<file path="src/rtl/mem_pkg.sv">
// Shared definitions for the MEM stage: control-bit layout, access sizes,
// exception vectors and the FSM state type.
package mem_pkg;

  localparam int unsigned CTRL_BUBBLE = 0;
  localparam int unsigned CTRL_RD     = 1;
  localparam int unsigned CTRL_WR     = 2;
  localparam int unsigned CTRL_SZ_LO  = 3;
  localparam int unsigned CTRL_SZ_HI  = 4;
  localparam int unsigned CTRL_SIGNED = 5;
  localparam int unsigned CTRL_REGW   = 6;
  localparam int unsigned CTRL_M2R    = 7;

  localparam logic [1:0] SIZE_B = 2'b00;
  localparam logic [1:0] SIZE_H = 2'b01;
  localparam logic [1:0] SIZE_W = 2'b10;

  localparam logic [4:0] VEC_NONE = 5'd0;
  localparam logic [4:0] VEC_ADEL = 5'd4;
  localparam logic [4:0] VEC_ADES = 5'd5;

  localparam logic [7:0] BUBBLE_CTRL = 8'h01;

  typedef enum logic {S_IDLE, S_BUSY} lsu_state_t;

  // Byte accesses are always aligned; the unused size code is treated as a word.
  function automatic logic is_aligned(input logic [1:0] size, input logic [1:0] addr_lo);
    case (size)
      SIZE_B:  is_aligned = 1'b1;
      SIZE_H:  is_aligned = ~addr_lo[0];
      default: is_aligned = (addr_lo == 2'b00);
    endcase
  endfunction

endpackage

</file>
<file path="src/rtl/mem_lane_align.sv">
// Byte-lane steering: store byte enables / replicated write data, and load
// lane extraction with sign or zero extension.
module mem_lane_align
  import mem_pkg::*;
(
  input  logic [1:0]  st_size,
  input  logic [1:0]  st_addr,
  input  logic [31:0] st_data,
  output logic [3:0]  st_be,
  output logic [31:0] st_wdata,
  input  logic [1:0]  ld_size,
  input  logic [1:0]  ld_addr,
  input  logic        ld_signed,
  input  logic [31:0] ld_rdata,
  output logic [31:0] ld_data
);

  logic [7:0]  ld_byte;
  logic [15:0] ld_half;

  always_comb begin
    st_be    = '0;
    st_wdata = '0;
    case (st_size)
      SIZE_B: begin
        st_be    = 4'b0001 << st_addr;
        st_wdata = {4{st_data[7:0]}};
      end
      SIZE_H: begin
        st_be    = 4'b0011 << st_addr;
        st_wdata = {2{st_data[15:0]}};
      end
      default: begin
        st_be    = '1;
        st_wdata = st_data;
      end
    endcase
  end

  always_comb begin
    ld_byte = '0;
    case (ld_addr)
      2'd0: ld_byte = ld_rdata[7:0];
      2'd1: ld_byte = ld_rdata[15:8];
      2'd2: ld_byte = ld_rdata[23:16];
      2'd3: ld_byte = ld_rdata[31:24];
      default: ld_byte = '0;
    endcase
    ld_half = ld_addr[1] ? ld_rdata[31:16] : ld_rdata[15:0];
    case (ld_size)
      SIZE_B:  ld_data = {{24{ld_signed & ld_byte[7]}}, ld_byte};
      SIZE_H:  ld_data = {{16{ld_signed & ld_half[15]}}, ld_half};
      default: ld_data = ld_rdata;
    endcase
  end

endmodule

</file>
<file path="src/rtl/mem_stage_lsu.sv">
// MEM pipeline stage: issues loads/stores over a req/ack handshake, stalls
// upstream while busy, flags misaligned accesses, and registers MEM/WB outputs.
module mem_stage_lsu
  import mem_pkg::*;
#(
  parameter int unsigned DATA_W   = 32,
  parameter int unsigned VEC_W    = 5,
  parameter logic [4:0]  VEC_ADEL = mem_pkg::VEC_ADEL,
  parameter logic [4:0]  VEC_ADES = mem_pkg::VEC_ADES
) (
  input  logic              clk,
  input  logic              reset,
  input  logic [7:0]        control_in,
  input  logic [DATA_W-1:0] alu_in,
  input  logic [DATA_W-1:0] sw_in,
  input  logic [4:0]        regdst_in,
  input  logic [VEC_W-1:0]  vector_in,
  input  logic [DATA_W-1:0] pc_in,
  input  logic              mem_flush,
  output logic              mem_stall,
  output logic              dmem_req,
  output logic              dmem_we,
  output logic [DATA_W-1:0] dmem_addr,
  output logic [3:0]        dmem_be,
  output logic [DATA_W-1:0] dmem_wdata,
  input  logic              dmem_ack,
  input  logic [DATA_W-1:0] dmem_rdata,
  output logic [7:0]        wb_control,
  output logic [DATA_W-1:0] wb_data,
  output logic [4:0]        wb_regdst,
  output logic [VEC_W-1:0]  wb_vector,
  output logic [DATA_W-1:0] wb_pc
);

  lsu_state_t state, state_next;

  logic              is_mem, mem_op, misaligned, flushed;
  logic [1:0]        size_in;
  logic [3:0]        be_calc;
  logic [DATA_W-1:0] wdata_calc, load_data;
  logic [7:0]        hold_ctrl;
  logic [DATA_W-1:0] hold_alu, hold_pc;
  logic [4:0]        hold_regdst;

  assign size_in    = control_in[CTRL_SZ_HI:CTRL_SZ_LO];
  assign is_mem     = ~control_in[CTRL_BUBBLE] & (control_in[CTRL_RD] | control_in[CTRL_WR])
                      & (vector_in == '0);
  assign mem_op     = is_mem & is_aligned(size_in, alu_in[1:0]);
  assign misaligned = is_mem & ~is_aligned(size_in, alu_in[1:0]);

  // Stores use the live EX/MEM inputs; loads use the instruction latched at issue.
  mem_lane_align u_align (
    .st_size   (size_in),
    .st_addr   (alu_in[1:0]),
    .st_data   (sw_in),
    .st_be     (be_calc),
    .st_wdata  (wdata_calc),
    .ld_size   (hold_ctrl[CTRL_SZ_HI:CTRL_SZ_LO]),
    .ld_addr   (hold_alu[1:0]),
    .ld_signed (hold_ctrl[CTRL_SIGNED]),
    .ld_rdata  (dmem_rdata),
    .ld_data   (load_data)
  );

  always_comb begin
    state_next = state;
    mem_stall  = 1'b0;
    case (state)
      S_IDLE: begin
        mem_stall = mem_op & ~mem_flush;
        if (mem_op && !mem_flush) state_next = S_BUSY;
      end
      S_BUSY: begin
        mem_stall = ~dmem_ack;
        if (dmem_ack) state_next = S_IDLE;
      end
      default: state_next = S_IDLE;
    endcase
  end

  always_ff @(posedge clk or negedge reset) begin
    if (!reset) state <= S_IDLE;
    else        state <= state_next;
  end

  always_ff @(posedge clk or negedge reset) begin
    if (!reset) begin
      dmem_req    <= 1'b0;
      dmem_we     <= 1'b0;
      dmem_addr   <= '0;
      dmem_be     <= '0;
      dmem_wdata  <= '0;
      flushed     <= 1'b0;
      hold_ctrl   <= BUBBLE_CTRL;
      hold_alu    <= '0;
      hold_pc     <= '0;
      hold_regdst <= '0;
      wb_control  <= BUBBLE_CTRL;
      wb_data     <= '0;
      wb_regdst   <= '0;
      wb_vector   <= '0;
      wb_pc       <= '0;
    end else if (state == S_IDLE) begin
      if (mem_flush) begin
        wb_control <= BUBBLE_CTRL;
        wb_data    <= '0;
        wb_regdst  <= '0;
        wb_vector  <= '0;
        wb_pc      <= '0;
      end else if (vector_in != '0 || misaligned) begin
        wb_control <= BUBBLE_CTRL;
        wb_data    <= alu_in;
        wb_regdst  <= regdst_in;
        wb_pc      <= pc_in;
        if (vector_in != '0)            wb_vector <= vector_in;
        else if (control_in[CTRL_RD])   wb_vector <= VEC_ADEL;
        else                            wb_vector <= VEC_ADES;
      end else if (mem_op) begin
        dmem_req    <= 1'b1;
        dmem_we     <= control_in[CTRL_WR];
        dmem_addr   <= {alu_in[DATA_W-1:2], 2'b00};
        dmem_be     <= be_calc;
        dmem_wdata  <= wdata_calc;
        hold_ctrl   <= control_in;
        hold_alu    <= alu_in;
        hold_pc     <= pc_in;
        hold_regdst <= regdst_in;
        wb_control  <= BUBBLE_CTRL;
      end else begin
        wb_control <= control_in;
        wb_data    <= alu_in;
        wb_regdst  <= regdst_in;
        wb_vector  <= '0;
        wb_pc      <= pc_in;
      end
    end else begin
      // The request stays up until ack even if squashed; the result is discarded instead.
      if (dmem_ack) begin
        dmem_req <= 1'b0;
        dmem_we  <= 1'b0;
        dmem_be  <= '0;
        flushed  <= 1'b0;
        if (flushed || mem_flush) begin
          wb_control <= BUBBLE_CTRL;
          wb_data    <= '0;
          wb_regdst  <= '0;
          wb_vector  <= '0;
          wb_pc      <= '0;
        end else begin
          wb_control <= hold_ctrl;
          wb_data    <= hold_ctrl[CTRL_M2R] ? load_data : hold_alu;
          wb_regdst  <= hold_regdst;
          wb_vector  <= '0;
          wb_pc      <= hold_pc;
        end
      end else if (mem_flush) begin
        flushed <= 1'b1;
      end
    end
  end

endmodule

</file>
<file path="config.mk">
export PLATFORM = sky130hd
export DESIGN_NAME = mem_stage_lsu
export DESIGN_NICKNAME = d
export VERILOG_FILES = /design/src/rtl/mem_pkg.sv /design/src/rtl/mem_lane_align.sv /design/src/rtl/mem_stage_lsu.sv
export SDC_FILE = /design/constraint.sdc
export NUM_CORES = 1
export LEC_CHECK = 0
export ABC_AREA = 1
export BUFFER_PORTS_ARGS = -buffer_cell sky130_fd_sc_hd__buf_4
export CAP_MARGIN = 20
export CORE_ASPECT_RATIO = 0.75
export CORE_UTILIZATION = 50
export DETAILED_ROUTE_END_ITERATION = 6
export HOLD_SLACK_MARGIN = 0.02
export PLACE_DENSITY = 0.88
export SLEW_MARGIN = 20
export SYNTH_ARGS = -nofsm -noshare
export SYNTH_HDL_FRONTEND = slang
export SYNTH_SLANG_ARGS = --single-unit
</file>
<file path="constraint.sdc">
create_clock -name clk -period 3.15 [get_ports clk]
set_clock_uncertainty 0.2 [all_clocks]
set_input_delay 0.63 -clock clk [delete_from_list [all_inputs] [get_ports clk]]
set_output_delay 0.63 -clock clk [all_outputs]
set_load 0.005 [all_outputs]
</file>
Word-level counts from Yosys, hierarchy flattened:

Index checks and enable logic that the tools add are counted.

* input bits: 150
* output and inout port bits: 153
* word-level logic and storage cells: 116
* register bits after elaboration: 229

* shift operators: 2
* reductions and logical operators: 16
* mux-type cells: 58
* bitwise gates (word level): 15
* equal/unequal tests: 9

Operators by type and width (count)
* $mux 32: 13
* $pmux 32 s2: 2
* $mux 5: 12
* $mux 8: 6
* $pmux 8 s4: 1
* $mux 4: 5
* $mux 16: 1
* $mux 1: 14
* $logic_not 2->1: 4
* $pmux 4 s2: 1
* $reduce_and 4->1: 2
* $and 1x1->1: 7
* $not 1->1: 7
* $eq 2x1->1 const B: 3
* $pmux 1 s2: 3
* $logic_not 5->1: 1
* $reduce_bool 5->1: 1
* $eq 2x2->1 const B: 2
* $ne 2x2->1 const B: 2
* $ne 4x3->1 const B: 1
* $reduce_and 2->1: 2
* $reduce_bool 2->1: 2
* $shl 1x2->4 const A: 1
* $shl 2x2->4 const A: 1
* other kinds (5): 6

Longest topological paths before layout:

* word-level depth: 8
* depth in mapped cells: 11
* depth with buffers taken out: 10

Hierarchy:

Synthesis repeated with hierarchy kept, for this count alone.

* cells, all modules: 1404
* area total of the unflattened synthesis: 10463.8 um^2

By module, submodules not included
* mem_stage_lsu: area each 9215.1 um^2, seq. area each 4982.3 um^2, instances 1, cells each 1149
* mem_lane_align: area each 1248.7 um^2, seq. area each 0.0 um^2, instances 1, cells each 255

Worst setup path after synthesis:

Ideal clock, no wire load.

* path kind: input to output
* start: input vector_in[2]
* end: output mem_stall
* buffers on the path: 1
* cell stages on the path: 6
* arrival: 1408 ps
* required time: 2320 ps
* slack: 912 ps
* cells stage by stage: nor2_1 nand4_2 nor2_4 nand3_4 nand2_2 buf_2

* longest elaborated chain between the ends: 5

RTL lines
* start: declaration: RTL line mem_stage_lsu.sv:17 `input logic [VEC_W-1:0] vector_in,`
* $logic_not 5->1: RTL line mem_stage_lsu.sv:47 `& (vector_in == '0);`
* $and 1x1->1: RTL line mem_stage_lsu.sv:47
* $and 1x1->1: RTL line mem_stage_lsu.sv:48 `assign mem_op = is_mem & is_aligned(size_in, alu_in[1:0]);`
* $and 1x1->1: RTL line mem_stage_lsu.sv:70 `mem_stall = mem_op & ~mem_flush;`
* $pmux 1 s2: RTL line mem_stage_lsu.sv:68 `case (state)`
* end: declaration: RTL line mem_stage_lsu.sv:20 `output logic mem_stall,`

Every way passes these cells.

Final worst setup path:

* start: input control_in[4]
* end: output mem_stall

* longest elaborated chain between the ends: 5
* elaborated cells on any way between the ends: 6
* those cells by class: 1 x eq/ne; 2 x mux; 2 x bitwise; 1 x reduce/logical

RTL lines
* start: declaration: RTL line mem_stage_lsu.sv:13 `input logic [7:0] control_in,`
* $eq 2x1->1 / $logic_not 2->1 (equally long branches): RTL line mem_pkg.sv:28 `case (size)`
* $pmux 1 s2 *: RTL line mem_pkg.sv:28
* $and 1x1->1 *: RTL line mem_stage_lsu.sv:48
* $and 1x1->1 *: RTL line mem_stage_lsu.sv:70
* $pmux 1 s2 *: RTL line mem_stage_lsu.sv:68

Mark *: on every way between the ends. The rest lies on a longest branch, timed or not.

==> results.md <==
* Status: complete, but fails checks
* Failing checks: DRC
* Initial Util at between 50% and 60%
* Cell with the most instances after synthesis: nand2_1
* F_max at 0.353 GHz
* Total wire length at approximately 31000 microns
* Gr ovfl total at 0
* Worst setup EP type: output port
* Antenna violations before repair at 0
* Avg Synthesized Cell Area at between 7 and 8 sq um
* Final setup fails at 0
* Vias in the first global route at between 9000 and 10000
* Critical Path RT at ~2.3 ns
* GRT Util Overall at around a third
* Worst-Skew Late Latency at between 0.4 and 0.5 ns
* Buf+Inv Stages, Crit Path at 3
* Final Critical Period at roughly 2.8 ns
* Post-synthesis cell type count at 39
* Asr flop ratio synth at between 90% and 100%
* Hold Fails Final Rpt at 0
* Total CTS buffers at 17
* Vias at approximately 9700
* Detail Route Antenna Nets at 0
* Peak supply drop at ~0.00032 V
* Post-route DRC at 2
* Hold WC Path Type: input pin to register
* Routability cong. at 0.855
* Leakage at around 6.6 nW
* Core Region at approximately 19000 sq um
* Largest net degree at the start of global routing at approximately 110
* DR vias/cell at around 5.5
* Detailed Routing Iterations Pass 1 at 7
* I/O pin count at approximately 300
* Post-synth top cells: nand2_1, dfrtp_1, nor2_1
* Synth Cell Area at just under 10000 sq um
* Delay-heaviest family, CP: simple AND/OR/NAND/NOR gates
* Pwr per Cell Area at a little under 500 nW/um^2
* Clock buffer depth at 2
* Post-synthesis sequential area ratio at about 51%
* CTS Sinks at roughly 200
* WP data arrival at 2.00 ns
* Layout overhead on the synthesized area at 29.7%
* Yosys top cell by area: dfrtp_1
* Pwr Total at 6.25 mW
* Max Cap Viol at 0
* Hpwl dp at ~22000 microns
* Worst-Margin Slew at around 0.9 ns
* Post-synthesis cell count at ~1300
* WS Path Type: input pin to output port
* Die area at around 20000 sq um
* CP dominant cell by count: buf_4
* CP max FO at 30
* Die Wd at roughly 160 microns
* Most common flop cell mapped by yosys: dfrtp_1
* Synth Register Bits at 199
* Max-Slew Margin vs Limit at around two fifths
* N_diodes at 0
* Nets at roughly 1600
* Ranking of synthesized cells by area: dfrtp_1, nand2_1, a21oi_1, nor2_1, o21ai_0
* Port Buffers at 300
* Die Ht at between 100 and 150 microns
* Routed WL per cell at between 15 and 20 microns
* Period utilization at between 80% and 90%
* Non-filler cells, final at about 1800
* Critical-path top delay cell: nand3_4
* Worst stage delay on the critical path at around 0.29 ns
* RSZ-0062 raised after global routing: no
* DRT iter0 DRCs at ~1100
* Post-synth top area share at just over 50%
* Setup repair bufs after CTS at 0
* YS warnings at 0
* Setup TNS at 0 ns
* Startpoint types: input pin
* Row count at between 40 and 50
* CTS tree: yes
* First-pass GRT wire length at 48400 microns
* Dpl cells at roughly 1700
* Fin. max-slew vios at 0
* EDFF count, synth at 0
* Layout cell share with drive strength beyond 1 at 25.7%
* Worst-path clk slew at 0.10 ns
* # H-tree levels at 4
* Root Buffer: clkbuf_16
* R2r setup slk at 0.77 ns
* Critical Path, Cell by Cell: buf_4, inv_2, nand3_1, nand2_1, o21ai_2, nand3_4, nand2_2, buf_4
[per-layer routing]
metal / vias to the layer above / global-route usage [%] / wire length (microns)
li1: 4474 / - / -
met1: 4582 / 39.4 / 12400
met2: 531 / 52.3 / 14900
met3: 81 / 7.67 / 2850
met4: 0 / 12.6 / 1050
met5: - / 0 / 0
[cell usage in the layout (no fill, tap or decap), types with 2 or more instances in the layout]
cell type,n
dfstp_2,2
inv_12,4
o22ai_1,12
clkinv_8,4
buf_4,316
a22oi_1,2
clkinv_2,2
or2_2,14
inv_2,4
inv_8,3
dfrtp_1,197
nand3_2,2
conb_1,2
nand2_1,476
a21oi_1,103
nor2_1,113
o211ai_1,3
clkbuf_16,17
o21ai_0,62
nand4_1,5
a31oi_1,42
o21a_1,8
inv_16,3
buf_12,5
inv_1,47
nand3_1,36
[per-stage QoR]
step | cell area, sq um | hold WS (ns) | utilization, % | setup WS (ns)
3_3_place_gp | 11900 | 0.238 | 63.5 | 0.382
4_1_cts | 12600 | 0.165 | 67.1 | 0.366
6_report | 12600 | 0.174 | 67.1 | 0.321
3_5_place_dp | 11900 | 0.246 | 63.5 | 0.363
5_1_grt | 12600 | 0.180 | 67.1 | 0.243
2_1_floorplan | 9720 | 0.134 | - | 0.912
[final timing paths]
check	depth (start not counted)	startpoint	to
max	8	control_in[4]	mem_stall
min	3	pc_in[3]	hold_pc[3]
max reg2reg	6	state	wb_control[4]
min reg2reg	2	hold_ctrl[0]	hold_ctrl[0]
max in group asynchronous	3	reset	wb_control[0]
min in group asynchronous	2	reset	wb_pc[12]
[power breakdown]
part           internal [mW]  switching (mW)  leakage [nW]
combinational          0.475           0.502          3.72
clock                   1.14            1.26         0.318
sequential              2.74           0.126          2.59
[flip-flops by register name, indices dropped and copies added (netlist names)]
register     count
hold_pc         32
flushed          1
wb_data         32
wb_control       8
hold_regdst      5
dmem_addr        1
wb_vector        5
dmem_req         1
hold_ctrl        8
wb_pc           32
dmem_wdata      32
hold_alu        31
state            1
dmem_be          4
wb_regdst        5
dmem_we          1
[cell type report]
type                    instances  area, sq um
well taps                     247          309
clock buffers                  17          425
inverters                      54          205
clock inverters                15          233
repair buffers                323         2500
flip-flops and latches        199         4980
multi-input cells             895         3940
fillers                      1559         6180
[tightest hold or removal path, delay by kind of cell]
family                 cells  cell delay, ns
buffers and inverters      1            0.08
AND/OR/NAND/NOR            2            0.08
[cells by family after synthesis]
group                  after synthesis  share of synthesized area (%)
other                                1                         0.0386
buffers and inverters              162                           8.16
flip-flops                         199                           51.3
AND/OR/NAND/NOR                    652                           26.7
AO/OA/AOI/OAI                      240                           13.7
multiplexers                         1                          0.116
[repair_timing]
item / CTS / global route
hold endpoints to repair: 55 / 0
hold buffers: 1 / 0
gates resized for setup: 0 / 0
(Power assumes the default switching activity.)
